[config.mk]
export PLATFORM = sky130hd
export DESIGN_NAME = risc_controller
export DESIGN_NICKNAME = d
export VERILOG_FILES = /design/src/rtl/risc_pkg.sv /design/src/rtl/risc_ctrl_decode.sv /design/src/rtl/risc_controller.sv
export SDC_FILE = /design/constraint.sdc
export NUM_CORES = 1
export LEC_CHECK = 0
export CORE_AREA = 2 2 39 41
export CTS_BUF_LIST = sky130_fd_sc_hd__clkbuf_2 sky130_fd_sc_hd__clkbuf_4 sky130_fd_sc_hd__clkbuf_8
export DETAILED_ROUTE_END_ITERATION = 8
export DIE_AREA = 0 0 41 43
export PLACE_DENSITY = 0.6
export SLEW_MARGIN = 10
export SYNTH_ARGS = -nofsm -noshare
export SYNTH_HDL_FRONTEND = slang
export SYNTH_SLANG_ARGS = --single-unit
[constraint.sdc]
create_clock -name clk -period 3.74 [get_ports clk]
set_input_delay 0.748 -clock clk [delete_from_list [all_inputs] [get_ports clk]]
set_output_delay 0.748 -clock clk [all_outputs]
set_load 0.005 [all_outputs]
[src/rtl/risc_pkg.sv]
// Shared definitions for the 8-bit RISC core: opcodes (also used by the ALU),
// sequencer phase encoding and widths.
package risc_pkg;

  localparam int unsigned PHASE_WIDTH   = 3;
  localparam int unsigned OP_CODE_WIDTH = 3;

  typedef logic [OP_CODE_WIDTH-1:0] opcode_t;

  localparam opcode_t OP_HLT = 3'd0;
  localparam opcode_t OP_SKZ = 3'd1;
  localparam opcode_t OP_ADD = 3'd2;
  localparam opcode_t OP_AND = 3'd3;
  localparam opcode_t OP_XOR = 3'd4;
  localparam opcode_t OP_LDA = 3'd5;
  localparam opcode_t OP_STO = 3'd6;
  localparam opcode_t OP_JMP = 3'd7;

  typedef enum logic [PHASE_WIDTH-1:0] {
    INST_ADDR  = 3'd0,
    INST_FETCH = 3'd1,
    INST_LOAD  = 3'd2,
    IDLE       = 3'd3,
    OP_ADDR    = 3'd4,
    OP_FETCH   = 3'd5,
    ALU_OP     = 3'd6,
    STORE      = 3'd7
  } phase_t;

  // Instructions that read an operand from memory and write the accumulator.
  function automatic logic is_aluop(input opcode_t op);
    return (op == OP_ADD) || (op == OP_AND) || (op == OP_XOR) || (op == OP_LDA);
  endfunction

endpackage

[src/rtl/risc_ctrl_decode.sv]
// Combinational phase/opcode/zero to control-strobe decode; all strobes are
// suppressed once the core has halted.
module risc_ctrl_decode
  import risc_pkg::*;
(
  input  phase_t  phase,
  input  opcode_t opcode,
  input  logic    zero,
  input  logic    halted,
  output logic    sel,
  output logic    rd,
  output logic    ld_ir,
  output logic    inc_pc,
  output logic    ld_pc,
  output logic    ld_ac,
  output logic    wr,
  output logic    data_e
);

  logic aluop;
  logic op_skz;
  logic op_sto;
  logic op_jmp;

  always_comb begin
    aluop  = is_aluop(opcode);
    op_skz = (opcode == OP_SKZ);
    op_sto = (opcode == OP_STO);
    op_jmp = (opcode == OP_JMP);

    sel    = 1'b0;
    rd     = 1'b0;
    ld_ir  = 1'b0;
    inc_pc = 1'b0;
    ld_pc  = 1'b0;
    ld_ac  = 1'b0;
    wr     = 1'b0;
    data_e = 1'b0;

    if (!halted) begin
      unique case (phase)
        INST_ADDR: sel = 1'b1;
        INST_FETCH: begin
          sel = 1'b1;
          rd  = 1'b1;
        end
        INST_LOAD, IDLE: begin
          sel   = 1'b1;
          rd    = 1'b1;
          ld_ir = 1'b1;
        end
        OP_ADDR: inc_pc = 1'b1;
        OP_FETCH: rd = aluop;
        ALU_OP: begin
          rd     = aluop;
          inc_pc = op_skz & zero;
          ld_pc  = op_jmp;
          data_e = op_sto;
        end
        STORE: begin
          rd     = aluop;
          ld_ac  = aluop;
          ld_pc  = op_jmp;
          data_e = op_sto;
          wr     = op_sto;
        end
      endcase
    end
  end

endmodule

[src/rtl/risc_controller.sv]
// Eight-phase instruction sequencer: phase counter with memory wait states,
// sticky halt flag, and strobe decode for the RISC datapath.
module risc_controller #(
  parameter int unsigned PHASE_WIDTH   = 3,
  parameter int unsigned OP_CODE_WIDTH = 3
) (
  input  logic                     clk,
  input  logic                     rst_n,
  input  logic [OP_CODE_WIDTH-1:0] opcode,
  input  logic                     zero,
  input  logic                     mem_ready,
  output logic                     sel,
  output logic                     rd,
  output logic                     ld_ir,
  output logic                     inc_pc,
  output logic                     ld_pc,
  output logic                     ld_ac,
  output logic                     wr,
  output logic                     data_e,
  output logic                     halt,
  output logic [PHASE_WIDTH-1:0]   phase
);

  import risc_pkg::*;

  phase_t phase_q;
  logic   halted;
  logic   stall;

  // Only the memory-read phases wait for read data.
  always_comb begin
    stall = !mem_ready &&
            ((phase_q == INST_FETCH) || ((phase_q == OP_FETCH) && is_aluop(opcode)));
  end

  always_ff @(posedge clk or negedge rst_n) begin
    if (!rst_n) begin
      phase_q <= INST_ADDR;
      halted  <= 1'b0;
    end else if (!halted) begin
      if ((phase_q == OP_ADDR) && (opcode == OP_HLT)) begin
        halted <= 1'b1;
      end else if (!stall) begin
        phase_q <= phase_t'(phase_q + 1'b1);
      end
    end
  end

  risc_ctrl_decode u_decode (
    .phase  (phase_q),
    .opcode (opcode),
    .zero   (zero),
    .halted (halted),
    .sel    (sel),
    .rd     (rd),
    .ld_ir  (ld_ir),
    .inc_pc (inc_pc),
    .ld_pc  (ld_pc),
    .ld_ac  (ld_ac),
    .wr     (wr),
    .data_e (data_e)
  );

  assign halt  = halted;
  assign phase = phase_q;

endmodule

==> After elaboration in Yosys (flattened, before gate mapping) <==
Cells that the tools add are included.
{ "totals": {"in_bits": 7, "out_inout_bits": 12, "ff_bits": 4, "word_cells": 55} }
{ "classes": {"bitwise": 4, "n_mux": 18, "n_eq_ne": 14, "n_addsub": 1, "n_reduce_logical": 16} }
{ "op_table": {"columns": ["operator", "count"], "rows": [
  ["== test 3 bit, second input constant", 8],
  ["two-way mux 1 bit", 16],
  ["== test 3 x 2 -> 1 bit, second input constant", 4],
  ["== test 3 x 1 -> 1 bit, second input constant", 2],
  ["logical NOT 3 bit", 2],
  ["OR reduction 3 bit", 2],
  ["logical OR 1 bit", 4],
  ["one-hot mux 1 bit (2 select lines)", 2],
  ["OR reduction 2 bit", 2],
  ["OR reduction 4 bit", 1],
  ["adder 3 x 1 -> 3 bit, second input constant", 1],
  ["logical AND 1 bit", 3],
  ["NOT 1 bit", 3],
  ["AND reduction 3 bit", 1],
  ["bitwise AND 1 bit", 1],
  ["logical NOT 1 bit", 1]
]} }

==> Longest topological paths before layout <==
Gate-level depths: netlist (run 1).
{ "logic_depth": {"ltp_word": 9, "mapped_depth": 5, "depth_no_buf": 5} }

==> Cells and area by module <==
A second synthesis (run 1) with hierarchy kept.
{ "unflattened": {"cells_unflattened": 36, "hier_area_um2": 327.8} }
{ "modules_own_cells": {"columns": ["mod", "cells_per_inst", "area_per_inst_um2", "n_inst", "seq_area_each_um2"], "rows": [
  ["risc_controller", 20, 227.7, 1, 100.1],
  ["risc_ctrl_decode", 16, 100.1, 1, 0.0]
]} }

==> Worst setup path after synthesis (run 1) <==
No wires, ideal clock.
{ "synth_timing": {"path_kind": "input port to output port", "start": "input port opcode[1]", "end": "output port rd", "required_ns": 2.992, "t_arrival_ns": 1.216, "slack_ns": 1.776, "cell_stages": 4, "path_buffers": 0, "cell_sequence": "xnor2_1 inv_1 a21oi_1 a21oi_1"} }
{ "synth_via": {"elab_chain_len": 6, "elab_cells_between_ends": 9, "cone_classes": "eq/ne: 4; mux: 2; reduce/logical: 3"} }
{ "synth_lines": {"columns": ["element", "line_no", "source"], "rows": [
  ["start, declared", "risc_controller.sv:9", "input logic [OP_CODE_WIDTH-1:0] opcode,"],
  ["== test 3 x 2 -> 1 bit", "risc_pkg.sv:32", "return (op == OP_ADD) || (op == OP_AND) || (op == OP_XOR) || (op == OP_LDA);"],
  ["logical OR 1 bit (2 in a row)", "risc_pkg.sv:32", null],
  ["logical OR 1 bit (*)", "risc_pkg.sv:32", null],
  ["one-hot mux 1 bit (2 select lines) (*)", "risc_ctrl_decode.sv:41", "unique case (phase)"],
  ["two-way mux 1 bit (*)", "risc_ctrl_decode.sv:40", "if (!halted) begin"],
  ["end, declared", "risc_controller.sv:13", "output logic rd,"]
]} }
Every way passes the cells marked *; elsewhere a longest branch is shown, timed or not.

==> Worst setup path in the final report (run 1) <==
Same ends and word-level chain as after synthesis.

==> reports/metrics.yaml, run 1 <==
sta:
  setup_viol: 0
  drv_slew: 0
  setup-tns-final_ns: 0
  skew_ns: 0.00390
  relSlewSlack_pct: 84.1
  layout_min_cycle_time_ns: 2.98
  fmax_mhz: 335
  rsz0062_at_grt: "false"
  tightest_slew_ns: 0.236
  fin_crit_sh_pct: 79.8
  hold_viol: 0
logic_synthesis:
  synth_most_common_cell: "ha_1"
  synthesis.nets: 52
  syn_inst: 39
  yosysTopAreaCell: "dfrtp_1"
  synth_top_cells_by_count: "ha_1 (6), inv_1 (5), dfrtp_1 (4), nor2_1 (4), nor3_1 (4)"
  ys_seq_elements: 4
  ys_warn_count: 0
  synth_edf_count: 0
  syn_area_um2: 348
  synth.area.top_cells: "dfrtp_1 (29%), ha_1 (22%), nor3_1 (5.8%)"
  synth_seq_area_share_pct: 28.8
  yosysTopAreaCellShare_pct: 28.8
  postSynthAreaPerCell_um2: 8.92
  synthArstFlopShare_pct: 100
  synth_flop_cell: "dfrtp_1"
  synth.distinct_cells: 18
die:
  fp.dieH_um: 43
  start_util_pct: 25.1
  io_pins: 19
  rows: 14
  die_area_um2: 1760
  die_x_um: 41
  core_area_um2: 1380
drt:
  first_pass_iters: 4
  first_iter_violations: 6
  drc_errors: 0
  wl_um: 801
  vias_per_cell: 4.55
  ant_nets: 0
  post_drt_wl_per_cell_um: 10.5
  vias: 346
worst_setup_path:
  path_cells: "clkdlybuf4s50_1 -> xnor2_1 -> nand2_1 -> o21ai_0 -> a21oi_1 -> clkdlybuf4s50_1"
  critPathMaxFanout: 4
  crit_path_start_kind: "input port"
  required_ns: 2.99
  crit_path_end_kind: "output port"
  crit_arrival_ns: 2.24
  cp_slowest_cell: "clkdlybuf4s50_1"
  r2r_setup_slack_ns: 2.00
  cpMostUsedCell: "clkdlybuf4s50_1"
  critical_path_class: "input port to output port"
  critical-path-max-stage-delay_ns: 0.53
clocking:
  ctsHtreeMaxLevel: 1
  cts_resized: 0
  cts_tree: "yes"
  clkLatencyLatePin_ns: 0.23
  clk_pin_slew_worst_paths_ns: 0.03
  cts.path.max_buffers: 2
  root_buffer: "clkbuf_4"
  postCtsHoldBufs: 0
  cts_made_buffers: 3
  cts_setup_buffers: 0
  cts_sinks: 4
cells_and_area:
  layout-drive-gt1-share_pct: 10.0
  nets: 75
  syn2layout_area_growth_pct: 64.0
  antenna_cells: 0
outcome:
  outcome: "finished clean"
pwr:
  p_leak_nw: 0.256
  p_per_area_nw_per_um2: 710
  power_frac_seq_pct: 26.5
  p_sw_share_pct: 36.4
  power_frac_comb_pct: 60.7
  p_sw_uw: 147
  peakVddDrop_uv: 341
  power.total_uw: 405
  clkPwrFrac_pct: 12.8
  p_int_uw: 258
global_routing:
  grt_usage_pct: 10.7
  grt_overflow: 0
  grt_pass1_vias: 292
  grt_pass1_wl_um: 1290
  grt_max_degree: 10
  grt_antenna_before_repair: 0
place:
  numPortBuffers: 18
  place.gp.congestion: 0.694
  dp_hpwl_um: 658
run:
  maxCapViolCount: 0
worst_hold_path:
  hp-class: "register to register"
-- layer usage --
metal	part of all wire [%]	global-route usage [%]
met1	49	15.6
met2	37	14.4
met3	13	6.28
met4	0	0
met5	0	0
-- kinds of logic (layout without fill, tap and decap cells) --
| kind of cell | after synthesis | count (layout) | share of synthesized area, % |
|---|---|---|---|
| muxes | 2 | 2 | 7.19 |
| buffers and inverters | 5 | 26 | 5.40 |
| and+or+nand+nor | 15 | 15 | 21.9 |
| adders and majority gates | 6 | 6 | 21.6 |
| xor gates and xnor gates | 2 | 2 | 5.04 |
| DFF | 4 | 4 | 28.8 |
| AOI/OAI and AO/OA | 5 | 5 | 10.1 |
-- final cells by class --
class	instances	area, um2
Timing Repair Buffer	18	180
Tap cell	16	20.0
Fill cell	154	813
Multi-Input combinational cell	30	229
Sequential cell	4	100
Inverter	5	18.8
Clock buffer	3	22.5
-- final timing paths --
check                          start        to  cells after the start
setup / recovery           opcode[1]        rd                      6
hold / removal              phase[0]  phase[0]                      1
setup reg to reg            phase[1]  phase[1]                      5
hold reg to reg             phase[0]  phase[0]                      1
max in group asynchronous      rst_n  phase[0]                      1
min in group asynchronous      rst_n  phase[2]                      1
-- registers in the layout, indices dropped and copies added (netlist names) --
signal,flops
halt,1
phase,3
-- power by group through the flow --
stage | clock network [mW] | logic [mW] | registers (mW)
after floorplan | 0 | 0.131 | 0.101
after global placement | 0 | 0.250 | 0.108
after detailed placement | 0 | 0.250 | 0.107
after CTS | 0.0549 | 0.251 | 0.107
after global routing | 0.0617 | 0.280 | 0.113
final | 0.0517 | 0.246 | 0.108
-- critical path: cells and delay by family --
family,cells,cell delay (ns)
buffers and inverters,2,1.04
AO/OA/AOI/OAI,2,0.22
AND/OR/NAND/NOR,1,0.10
XOR/XNOR,1,0.12
-- per-stage QoR --
step	std cells	worst slack [ns]	instance area [um2]	util [%]	hold WS, ns
4_1_cts	76	0.735	571	41.2	0.572
3_3_place_gp	73	0.752	548	39.6	0.571
5_1_grt	76	0.585	571	41.2	0.618
6_report	76	0.755	571	41.2	0.561
3_5_place_dp	73	0.739	548	39.6	0.563
2_1_floorplan	39	1.78	348	-	0.452
-- layout by cell type (no fill, tap or decap), drive strengths merged, types with 2 or more instances in the layout --
cell type / netlist / routed
a21oi: 2 / 2
clkbuf: 0 / 3
ha: 6 / 6
dfrtp: 4 / 4
nor3: 4 / 4
nand2: 2 / 2
nor2: 4 / 4
clkdlybuf4s50: 0 / 18
xnor2: 2 / 2
inv: 5 / 5
No activity file was read; power rests on OpenSTA's default activity.
==> run 2: changes to the inputs <==
==> constraint.sdc (replaced) <==
create_clock -name clk -period 2.9 [get_ports clk]
set_input_delay 0.58 -clock clk [delete_from_list [all_inputs] [get_ports clk]]
set_output_delay 0.58 -clock clk [all_outputs]
set_load 0.005 [all_outputs]
==> reports/metrics.yaml, run 2 (synthesized netlist as in run 1, its figures left out) <==
drt:
  drc_errors: 0  # unchanged
  ant_nets: 0  # unchanged
  first_pass_iters: 2  # was 4
  vias_per_cell: 4.59  # was 4.55
  first_iter_violations: 1  # was 6
  wl_um: 804  # was 801 um
  post_drt_wl_per_cell_um: 10.6  # was 10.5 um
  vias: 349  # was 346
clocking:
  cts.path.max_buffers: 2  # unchanged
  cts_setup_buffers: 0  # unchanged
  cts_resized: 0  # unchanged
  cts_tree: "yes"  # unchanged
  clkLatencyLatePin_ns: 0.23  # about the same
  ctsHtreeMaxLevel: 1  # unchanged
  postCtsHoldBufs: 0  # unchanged
  cts_made_buffers: 3  # unchanged
  root_buffer: "clkbuf_4"  # unchanged
  cts_sinks: 4  # unchanged
  clk_pin_slew_worst_paths_ns: 0.04  # was 0.03 ns
worst_setup_path:
  crit_arrival_ns: 2.06  # was 2.24 ns
  cp_slowest_cell: "clkdlybuf4s50_1"  # unchanged
  cp.depth: 6  # unchanged
  critical_path_class: "input port to output port"  # unchanged
  reg2reg_from: "phase[1]"  # unchanged
  critical-path-max-stage-delay_ns: 0.54  # was 0.53 ns
  critical_path_buf_inv_count: 2  # unchanged
  crit_path_start_kind: "input port"  # unchanged
  cp-startpoint: "opcode[1]"  # unchanged
  r2r_cells: 5  # unchanged
  required_ns: 2.32  # was 2.99 ns
  cpMostUsedCell: "clkdlybuf4s50_1"  # unchanged
  crit_family: "buffers and inverters"  # unchanged
  path_cells: "clkdlybuf4s50_1 -> xnor2_1 -> nand2_1 -> o21ai_0 -> a21oi_1 -> clkdlybuf4s50_1"  # unchanged
  critPathMaxFanout: 4  # unchanged
  crit_path_end_kind: "output port"  # unchanged
global_routing:
  grt_antenna_before_repair: 0  # unchanged
  grt_max_degree: 10  # unchanged
  grt_pass1_vias: 329  # was 292
  grt_overflow: 0  # unchanged
  grt_usage_pct: 10.7  # unchanged
  grt_pass1_wl_um: 1340  # was 1290 um
pwr:
  p_leak_nw: 0.256  # unchanged
  peakVddDrop_uv: 316  # was 341 uV
  p_per_area_nw_per_um2: 919  # was 710 nW/um2
run:
  maxCapViolCount: 0  # unchanged
cells_and_area:
  syn2layout_area_growth_pct: 64.0  # unchanged
  post-route-util_pct: 41.2  # unchanged
  antenna_cells: 0  # unchanged
  mostFrequentLayoutCells: "clkdlybuf4s50_1 (18), ha_1 (6), inv_1 (5)"  # unchanged
  nets: 75  # unchanged
  layout-drive-gt1-share_pct: 10.0  # unchanged
  final_common_cell: "clkdlybuf4s50_1"  # unchanged
  largest_reg_flops: 3  # unchanged
sta:
  tightest_slew_ns: 0.245  # was 0.236 ns
  skew_ns: 0.00432  # was 0.00390 ns
  setup_viol: 0  # unchanged
  hold_viol: 0  # unchanged
  relSlewSlack_pct: 83.6  # was 84.1%
  setup-tns-final_ns: 0  # unchanged
  fin_crit_sh_pct: 91.1
  drv_slew: 0  # unchanged
  rsz0062_at_grt: "false"  # unchanged
  fmax_mhz: 379
  layout_min_cycle_time_ns: 2.64
place:
  numPortBuffers: 18  # unchanged
  dp_hpwl_um: 650  # was 658 um
  place.gp.congestion: 0.690  # was 0.694
outcome:
  outcome: "finished clean"  # unchanged
worst_hold_path:
  hp-class: "input port to asynchronous set/reset pin"  # was register to register
die:
  fp.dieH_um: 43  # unchanged
  die_x_um: 41  # unchanged
  io_pins: 19  # unchanged
  rows: 14  # unchanged
  core_area_um2: 1380  # unchanged
  die_area_um2: 1760  # unchanged
  start_util_pct: 25.1  # unchanged
## run 2: cell counts in the layout (fill, tap and decap cells not counted)
Identical to the previous run, type by type.
## run 2: worst register-to-register path, delay by kind of cell, from the launching register on
family,cells,cell delay [ns]
fa+ha+maj,1,0.21
buf+inv,1,0.12
compound gates,1,0.41
mux,1,0.30
simple gates,1,0.19
flops,1,0.41
## run 2: final cells by class
cell class	instances	area [um2]
fillers	151	813
multi-input cells	30	229
repair buffers	18	180
flip-flops and latches	4	100
clock buffers	3	22.5
well taps	16	20.0
inverters	5	18.8
## run 2: final timing paths
check / end / slack [ns]
setup reg to reg: phase[1] / 1.14
hold reg to reg: phase[0] / 0.57
hold / removal: halt / 0.55
setup / recovery: rd / 0.26
min in group clk: phase[0] / 0.57
max in group asynchronous: phase[1] / 2.19
## run 2: stage by stage
stage	setup WS [ns]	total power, mW	cells	cell area, um2	hold WS, ns
floorplan	1.18	0.299	39	348	0.284
global placement	0.259	0.465	73	548	0.568
detailed placement	0.256	0.462	73	548	0.569
CTS	0.245	0.534	76	571	0.548
global route	0.0818	0.588	76	571	0.547
finish	0.259	0.524	76	571	0.545
## run 2: layer usage
metal / vias to the layer above / global-route usage [%] / wire, um
met5: - / 0 / 0
met4: 0 / 2.00 / 0
met3: 0 / 5.76 / 100
met2: 19 / 16.3 / 366
met1: 154 / 13.0 / 337
li1: 176 / - / -
## run 2: where the power goes
group | internal [mW] | total (mW) | switching (mW)
Combinational | 0.199 | 0.319 | 0.120
Clock | 0.0462 | 0.0681 | 0.0219
Sequential | 0.0876 | 0.137 | 0.0497
